==> config.mk <==
export PLATFORM = sky130hd
export DESIGN_NAME = demux4_collector
export DESIGN_NICKNAME = d
export VERILOG_FILES = /design/src/rtl/demux4_collector_pkg.sv /design/src/rtl/demux4_collector_decoder4.sv /design/src/rtl/demux4_collector.sv
export SDC_FILE = /design/constraint.sdc
export NUM_CORES = 1
export LEC_CHECK = 0
export CAP_MARGIN = 20
export CORE_UTILIZATION = 45
export DETAILED_ROUTE_END_ITERATION = 10
export GPL_TIMING_DRIVEN = 0
export PLACE_DENSITY = 0.8
export SYNTH_ARGS = -nofsm -noshare
export SYNTH_HDL_FRONTEND = slang
export SYNTH_SLANG_ARGS = --single-unit
==> constraint.sdc <==
create_clock -name clock -period 3.35 [get_ports clock]
set_clock_uncertainty 0.05 [all_clocks]
set_input_delay 0.67 -clock clock [delete_from_list [all_inputs] [get_ports clock]]
set_output_delay 0.67 -clock clock [all_outputs]
set_load 0.005 [all_outputs]
==> src/rtl/demux4_collector_pkg.sv <==
// Shared constants and frame-state encoding for the 4-lane serial collector.
package demux4_collector_pkg;
  localparam int LANE_W    = 2;
  localparam int NUM_LANES = 4;

  typedef enum logic [1:0] {
    ST_EMPTY = 2'd0,
    ST_FILL  = 2'd1,
    ST_FULL  = 2'd2
  } frame_state_e;
endpackage

==> src/rtl/demux4_collector_decoder4.sv <==
// 2-to-4 one-hot decoder built from two levels of 1-to-2 splits; purely combinational.
module decoder4
  import demux4_collector_pkg::*;
(
  input  logic [LANE_W-1:0]    sel_i,
  input  logic                 en_i,
  output logic [NUM_LANES-1:0] y_o
);
  logic [1:0] l1;

  assign l1 = {en_i & sel_i[1], en_i & ~sel_i[1]};

  // Each first-level branch splits again on the low select bit.
  for (genvar g = 0; g < 2; g++) begin : g_l2
    assign y_o[2*g]   = l1[g] & ~sel_i[0];
    assign y_o[2*g+1] = l1[g] &  sel_i[0];
  end
endmodule

==> src/rtl/demux4_collector.sv <==
// Steers a serial bit into one of four lanes and tracks frame completion per lane.
module demux4_collector
  import demux4_collector_pkg::*;
(
  input  logic                 clock,
  input  logic                 reset_n,
  input  logic                 in,
  input  logic                 valid,
  input  logic [LANE_W-1:0]    control,
  input  logic                 auto,
  input  logic                 clear,
  output logic [NUM_LANES-1:0] out,
  output logic [NUM_LANES-1:0] written,
  output logic                 full,
  output logic                 done,
  output logic                 overrun
);
  frame_state_e         state_q;
  logic [NUM_LANES-1:0] out_q, written_q, wr_oh, written_d;
  logic [LANE_W-1:0]    ptr_q, lane;
  logic                 full_q, done_q, overrun_q;

  assign lane = auto ? ptr_q : control;

  decoder4 u_dec (
    .sel_i (lane),
    .en_i  (valid & ~clear),
    .y_o   (wr_oh)
  );

  assign written_d = written_q | wr_oh;

  always_ff @(posedge clock or negedge reset_n) begin
    if (!reset_n) begin
      state_q   <= ST_EMPTY;
      out_q     <= '0;
      written_q <= '0;
      ptr_q     <= '0;
      full_q    <= 1'b0;
      done_q    <= 1'b0;
      overrun_q <= 1'b0;
    end else begin
      done_q <= 1'b0;
      if (clear) begin
        state_q   <= ST_EMPTY;
        out_q     <= '0;
        written_q <= '0;
        ptr_q     <= '0;
        full_q    <= 1'b0;
        overrun_q <= 1'b0;
      end else if (valid) begin
        out_q <= (out_q & ~wr_oh) | ({NUM_LANES{in}} & wr_oh);
        if (auto) ptr_q <= ptr_q + 1'b1;
        case (state_q)
          ST_EMPTY: begin
            written_q <= wr_oh;
            state_q   <= ST_FILL;
          end
          ST_FILL: begin
            written_q <= written_d;
            if (|(written_q & wr_oh)) overrun_q <= 1'b1;
            if (&written_d) begin
              state_q <= ST_FULL;
              full_q  <= 1'b1;
              done_q  <= 1'b1;
            end
          end
          ST_FULL: begin
            // A write into a complete frame opens the next one.
            written_q <= wr_oh;
            state_q   <= ST_FILL;
            full_q    <= 1'b0;
          end
          default: state_q <= ST_EMPTY;
        endcase
      end
    end
  end

  assign out     = out_q;
  assign written = written_q;
  assign full    = full_q;
  assign done    = done_q;
  assign overrun = overrun_q;
endmodule

# Word-level counts from Yosys, hierarchy flattened
# Cells that the tools add are included.
# word_totals
regBits,15
latch_bits,0
ramBits,0
romBits,0
inputBits,8
out_inout_bits,11
word_cells,67
mem_count,0
# classes
n_addsub,1
multipliers,0
div,0
order_cmp,0
n_eq_ne,3
shift,0
muxes,25
bitwise,16
reduce_logical,15
# ops
op,count
4-bit two-way mux,4
2-bit two-way mux,7
4-bit AND,3
1-bit two-way mux,11
4-bit bitwise OR,2
4-bit one-hot mux with 2 select lines,1
2-bit nonzero test,4
1-bit AND,7
2-bit AND reduction,3
3-bit AND reduction,2
3-bit nonzero test,2
4-bit inverter,1
2-bit one-hot mux with 2 select lines,1
4-bit AND reduction,1
4-bit OR reduction,1
3-bit != test (second input constant),1
1-bit inverter,3
2-bit by 1-bit adder with 2-bit output (second input constant),1
2-bit by 1-bit == test with 1-bit output (second input constant),1
2-bit == test (second input constant),1
2-bit logical NOT,1
1-bit one-hot mux with 2 select lines,1
2-bit OR reduction,1

# Logic depth before layout (Yosys ltp)
# Gate-level depths: netlist of the first run.
# depth
word_depth,10
ltp_mapped,5

# Modules after synthesis
# Synthesis of the first run repeated with hierarchy kept, for this count alone.
# unflattened
cells_unflattened,71
area_unflattened_um2,725.7
# by_module_without_submodules
mod,n_inst,cells_each,area_per_inst_um2
demux4_collector,1,67,688.2
decoder4,1,4,37.5

# Least setup slack after synthesis of the first run
# No wires, ideal clock.
# synth_timing
path_kind,input -> register
from,input auto
to,"register overrun_q, in the netlist overrun"
setup_time_ns,0.133
t_arrival_ns,1.738
required_time_ns,3.167
setup_slack_ns,1.430
stages,5
cell_sequence,buf_6 -> mux2i_1 -> mux4_2 -> a21oi_1 -> nor2_1
# synth_between
elab_chain_len,8
elab_cells_between_ends,13
cone_classes,mux: 1; bitwise: 9; reduce/logical: 3
# synth_lines
element,line,source
start: declaration,demux4_collector.sv:10,"input logic auto,"
2-bit two-way mux (*),demux4_collector.sv:23,assign lane = auto ? ptr_q : control;
1-bit inverter,demux4_collector_decoder4.sv:11,"assign l1 = {en_i & sel_i[1], en_i & ~sel_i[1]};"
1-bit AND,demux4_collector_decoder4.sv:11,
"1-bit AND, on equally long branches","demux4_collector_decoder4.sv:15, demux4_collector_decoder4.sv:16",
4-bit AND (*),demux4_collector.sv:61,if (|(written_q & wr_oh)) overrun_q <= 1'b1;
4-bit OR reduction (*),demux4_collector.sv:61,
2-bit nonzero test (no source line) (*),--,
3-bit AND reduction (no source line) (*),--,
end signal: assignment,demux4_collector.sv:41,overrun_q <= 1'b0;
end signal: assignment,demux4_collector.sv:50,overrun_q <= 1'b0;
end signal: assignment,demux4_collector.sv:61,
end: declaration,demux4_collector.sv:21,"logic full_q, done_q, overrun_q;"
# Every way passes the cells marked *; elsewhere a longest branch is shown, timed or not.
# A chain may end at the register's enable or synchronous reset.

# Final worst setup path of the first run
# layout_timing
from,input valid
to,"register done_q, in the netlist done"
# layout_between
elab_chain_len,9
elab_cells_between_ends,13
cone_classes,mux: 4; bitwise: 8; reduce/logical: 1
# layout_lines
element,line,source
start: declaration,demux4_collector.sv:8,"input logic valid,"
1-bit AND,demux4_collector.sv:27,".en_i (valid & ~clear),"
1-bit AND,demux4_collector_decoder4.sv:11,
"1-bit AND, on equally long branches","demux4_collector_decoder4.sv:15, demux4_collector_decoder4.sv:16",
4-bit bitwise OR,demux4_collector.sv:31,assign written_d = written_q | wr_oh;
4-bit AND reduction,demux4_collector.sv:62,if (&written_d) begin
1-bit two-way mux,demux4_collector.sv:62,
1-bit two-way mux,demux4_collector.sv:54,case (state_q)
1-bit two-way mux (*),demux4_collector.sv:51,end else if (valid) begin
1-bit two-way mux (*),demux4_collector.sv:44,if (clear) begin
end signal: assignment,demux4_collector.sv:40,done_q <= 1'b0;
end signal: assignment,demux4_collector.sv:43,done_q <= 1'b0;
end signal: assignment,demux4_collector.sv:65,done_q <= 1'b1;
end: declaration,demux4_collector.sv:21,
# Marked as above.

==> results of run 1 <==
[Yosys cell counts (2+ instances only)]
master    instances  area [µm²]
a21oi_1           3        15.0
nor2b_1           6        37.5
a211oi_1          2        15.0
a22o_1            4        35.0
dfrtp_1          15         375
mux2_2            5        56.3
xor2_1            2        17.5
nand2_1           7        26.3
nand4_1           2        12.5
nor2_1           12        45.0
mux2_4            2        30.0
o21ai_0           4        20.0
[worst max-delay path: stages]
cell             delay (ns)
clkdlybuf4s50_1        0.61
and2b_1                0.23
nand4_1                0.11
a31o_1                 0.28
a2111oi_2              0.36
[layout by cell type (no fill, tap or decap), types with 2 or more instances in the layout]
| master | count |
|---|---|
| nor2_1 | 12 |
| dfrtp_1 | 15 |
| nand2_1 | 7 |
| o21ai_0 | 4 |
| a21oi_1 | 3 |
| clkbuf_1 | 2 |
| nand4_1 | 2 |
| a211oi_1 | 2 |
| clkbuf_4 | 3 |
| a22o_1 | 4 |
| clkdlybuf4s50_1 | 17 |
| mux2_2 | 5 |
| mux2_4 | 2 |
| xor2_1 | 2 |
| nor2b_1 | 6 |
[per-stage QoR]
stage / setup slack, ns / area, µm² / hold slack [ns] / total power [mW] / utilization (%)
final: 1.21 / 1070 / 0.474 / 0.370 / 61.2
after global routing: 1.11 / 1070 / 0.505 / 0.389 / 61.2
after CTS: 1.21 / 1070 / 0.471 / 0.373 / 61.2
after detailed placement: 0.919 / 1040 / 0.448 / 0.272 / 59.7
after global placement: 0.928 / 1040 / 0.436 / 0.270 / 59.7
after floorplan: 1.43 / 841 / 0.324 / 0.240 / -
[final timing paths]
check	cells after the start	to	from	slack, ns
max reg2reg	4	overrun	ptr_q[0]	1.77
max in group asynchronous	1	out[1]	reset_n	2.11
min	2	overrun	overrun	0.47
min reg2reg	2	overrun	overrun	0.47
max	5	done	valid	1.21
min in group asynchronous	1	ptr_q[0]	reset_n	0.73
[cells by family after synthesis]
family,synth area share [%]
XOR/XNOR,2.08
multiplexers,16.8
buffers and inverters,1.79
flip-flops,44.6
AND/OR/NAND/NOR,19.6
AO/OA/AOI/OAI,15.0
[registers in the layout (all words and copies together), names as in the netlist]
name and count:
state_q 2, out 4, written 4, ptr_q 2, overrun 1, full 1
done 1
[cell type report]
type | count | area [µm²] | share of cell area [%]
repair buffers | 17 | 170 | 15.9
multi-input cells | 62 | 450 | 42.2
clock buffers | 4 | 26.3 | 2.46
flip-flops and latches | 15 | 375 | 35.1
plain buffers | 2 | 15.0 | 1.41
well taps | 25 | 31.3 | 2.93
[per-layer routing]
metal  vias to the layer above  GRT usage, %  routed length (µm)  share of wire, %
li1                        330             -                   -                 -
met4                         0          7.27                  19               1.2
met3                         2          3.60                  52               3.3
met5                         -             0                   0                 0
met2                        15          29.3                 779                49
met1                       301          22.5                 739                46
[report_power, final]
part           switching [mW]  total, mW  internal [mW]  leakage, nW
Clock                  0.0553      0.101         0.0461       0.0150
Combinational          0.0312     0.0699         0.0387        0.222
Sequential            0.00901      0.198          0.189        0.203
==> impl_metrics.json, run 1 <==
{
  "dr.pass1.iters": 4,
  "clkSinkCount": 15,
  "grt.total_usage_pct": 17.7,
  "ant_nets": 0,
  "drv_slew": 0,
  "tightest_slew_ns": 0.634,
  "maxCapViolations": 0,
  "dp_cells": 121,
  "io_pins": 19,
  "cts_resized": 0,
  "core_mm2": 0.00175,
  "required_ns": 3.47,
  "clk_latency_ns": 0.28,
  "grt_remaining_overflow": 0,
  "cts-buffers-inserted": 3,
  "grt_pass1_wl_um": 2570,
  "grt_max_degree": 16,
  "placementRows": 15,
  "finalSetupViolations": 0,
  "ys.flop_type": "dfrtp_1",
  "htree_levels": 1,
  "endpoint_kind": "flip-flop",
  "synth_area_um2": 841,
  "die_h_um": 45.2,
  "fp.dieW_um": 45.2,
  "viasPerCell": 5.18,
  "vias": 648,
  "hpwl_um": 1230,
  "finalCriticalPeriod_ns": 2.14,
  "yosys_warnings": 0,
  "drt_wl_total_um": 1590,
  "fillCellCount": 155,
  "die-area_mm2": 0.00205,
  "numPortBuffers": 17,
  "drt_iter0_drc": 10,
  "power_density_mw_per_mm2": 346,
  "diodes": 0,
  "postSynthCellCount": 79,
  "syn_to_final_growth_pct": 27.1,
  "status": "finished, final reports clean",
  "drive_gt1_share_pct": 16.0,
  "initial_core_util_pct": 48.2,
  "gp_congestion": 0.866,
  "leakagePower_nw": 0.440,
  "yosysSeqAreaShare_pct": 44.6,
  "cts.path.max_buffers": 2,
  "syn_area_per_cell_um2": 10.6,
  "post_cts_buffers": 0,
  "clockRootBuffer": "clkbuf_4",
  "synth_edf_count": 0,
  "clk_pin_slew_worst_paths_ns": 0.09,
  "grt_pass1_vias": 615,
  "async_reset_ff_share_pct": 100,
  "peakVddDrop_mv": 0.218,
  "fin_cells": 125,
  "antenna_found_initial": 0,
  "wl_per_cell_um": 12.7,
  "cts.hold.buffers_added": 0,
  "hp-class": "flip-flop to flip-flop",
  "cp_max_fo": 7,
  "critical_path_class": "primary input to flip-flop",
  "tritoncts": "done",
  "hold_violations": 0,
  "ys_ff_latch": 15,
  "ys_types": 27,
  "drc": 0,
  "slew_headroom_pct": 57.6,
  "nets": 109,
  "start_kind": "primary input",
  "worstPathArrival_ns": 2.26,
  "rsz0062_at_grt": "false",
  "synth_nets": 87,
  "finalCritPeriodShare_pct": 63.9,
  "setup_tns_ns": 0,
  "max_freq_ghz": 0.467
}
(Power assumes the default switching activity.)
==> run 2: changes to the inputs <==
CORE_UTILIZATION = 43   (was 45)
clock period = 1.8 ns   (was 3.35 ns; I/O delays follow)
==> run 2 against run 1 <==
  * Via count rose by 7.6%
  * Clock-buffer cell count did not move
  * Critical path depth did not move
  * Combinational power rose by 87%
  * Routed wire length rose by 15%
==> impl_metrics.json, run 2 (synthesis gave the netlist of run 1 again) <==
{
  "status": "finished, final reports clean",
  "tritoncts": "done",
  "fp.dieW_um": 46.2,
  "endpoint_kind": "flip-flop",
  "ant_nets": 0,
  "die-area_mm2": 0.00214,
  "power.switching_uw": 183,
  "p_seq_share_pct": 53.4,
  "critical_path_class": "primary input to flip-flop",
  "combinationalPowerShare_pct": 18.9,
  "clockPowerShare_pct": 27.7,
  "placementRows": 15,
  "post-route-util_pct": 60.1,
  "peakVddDrop_mv": 0.380,
  "syn_to_final_growth_pct": 27.4,
  "hpwl_um": 1410,
  "use_met3_pct": 3.53,
  "dr.pass1.iters": 5,
  "hp-start": "auto",
  "cts.hold.buffers_added": 0,
  "rsz0062_at_grt": "false",
  "wl_per_cell_um": 14.7,
  "clk_pin_slew_worst_paths_ns": 0.09,
  "grt_pass1_vias": 665,
  "hold_violations": 0,
  "clkSinkCount": 15,
  "drc": 0,
  "power_density_mw_per_mm2": 647,
  "finalCritPeriodShare_pct": 96.8,
  "drt_iter0_drc": 23,
  "initial_core_util_pct": 47.2,
  "r2r_cells": 4,
  "max_freq_ghz": 0.574,
  "critPathSlowestCell": "clkdlybuf4s50_1",
  "swShare_pct": 26.4,
  "grt_max_degree": 16,
  "cp_cell_sequence": "clkdlybuf4s50_1 > mux2_4 > nand4_1 > a31o_1 > a2111oi_2",
  "htree_levels": 1,
  "die_h_um": 46.2,
  "grt_pass1_wl_um": 2910,
  "post_cts_buffers": 0,
  "maxCapViolations": 0,
  "hp-class": "primary input to flip-flop",
  "start_kind": "primary input",
  "io_pins": 19,
  "finalCriticalPeriod_ns": 1.74,
  "final_cell_mix": "15 x dfrtp_1, 15 x clkdlybuf4s50_1, 12 x nor2_1",
  "drive_gt1_share_pct": 17.0,
  "cts-buffers-inserted": 3,
  "met1_usage_pct": 24.9,
  "tightest_slew_ns": 0.669,
  "grt.total_usage_pct": 19.9,
  "grt_util_met2_pct": 33.8,
  "drt_wl_total_um": 1830,
  "nets": 109,
  "antenna_found_initial": 0,
  "rr_startpoint": "ptr_q[1]",
  "dp_cells": 121,
  "vias": 697,
  "grt_remaining_overflow": 0,
  "slew_headroom_pct": 55.3,
  "top_usage_layer": "met2",
  "viasPerCell": 5.58,
  "fin_cells": 125,
  "diodes": 0,
  "p_int_uw": 510,
  "numPortBuffers": 17,
  "crit_start": "control[1]",
  "finalSetupViolations": 0,
  "gp_congestion": 0.814,
  "drv_slew": 0,
  "cp_max_fo": 7,
  "core_mm2": 0.00178,
  "holdPathStages": 4,
  "pre_cts_ws_ns": -0.317,
  "required_ns": 1.93,
  "max_stage_delay_ns": 0.53,
  "clockRootBuffer": "clkbuf_4",
  "cts.path.max_buffers": 2,
  "clk_latency_ns": 0.28,
  "fin_ws_ns": 0.0568,
  "worstPathArrival_ns": 1.87,
  "leakagePower_nw": 0.450
}
-- run 2: changes by cell type in the layout (fill, tap and decap cells not counted), sizes merged --
cell and delta:
dlymetal6s2s +1, dlygate4sd2 +1, clkdlybuf4s50 -2
-- run 2: area by class of cell --
class,count,area (µm²)
fill,154,712
timing repair buffer,17,171
clock buffer,4,26.3
sequential,15,375
multi-input combinational,62,452
buffer,2,15.0
tap,25,31.3
-- run 2: worst max-delay path, delay by kind of cell --
family / cells / cell delay (ns)
AND/OR/NAND/NOR: 1 / 0.11
buffers and inverters: 1 / 0.53
AO/OA/AOI/OAI: 2 / 0.65
multiplexers: 1 / 0.22
-- run 2: timing repair --
action                     4_1_cts  5_1_grt
resized for setup                1        2
setup endpoints to repair        1        2
hold endpoints to repair         0        0
pin swaps                        0        0
-- run 2: stage by stage --
stage	total power [mW]	setup TNS, ns	instance area [µm²]	hold slack, ns
final	0.693	0	1070	0.395
after CTS	0.695	0	1070	0.386
after detailed placement	0.507	-1.95	1040	0.442
after floorplan	0.446	0	841	0.0144
after global routing	0.728	0	1070	0.458
after global placement	0.503	-1.74	1040	0.436
-- run 2: final timing paths --
kind | to | slack (ns)
worst max register to register | done | 0.21
min in group asynchronous | overrun | 0.43
worst min register to register | overrun | 0.46
worst max-delay path | done | 0.06
max in group asynchronous | out[1] | 0.85
worst min-delay path | ptr_q[0] | 0.39
-- run 2: power groups by stage --
stage | Combinational, mW | Clock (mW) | Sequential [mW]
2_1_floorplan | 0.0734 | 0 | 0.373
3_3_place_gp | 0.129 | 0 | 0.374
3_5_place_dp | 0.131 | 0 | 0.376
4_1_cts | 0.131 | 0.194 | 0.369
5_1_grt | 0.145 | 0.211 | 0.371
6_report | 0.131 | 0.192 | 0.370
-- run 2: routing by layer --
metal / part of all wire, % / wire length, µm / vias to the layer above
met5: 0 / 0 / -
met4: 1.0 / 19 / 0
met3: 5.2 / 96 / 4
met2: 51 / 937 / 28
met1: 43 / 780 / 337
li1: - / - / 328
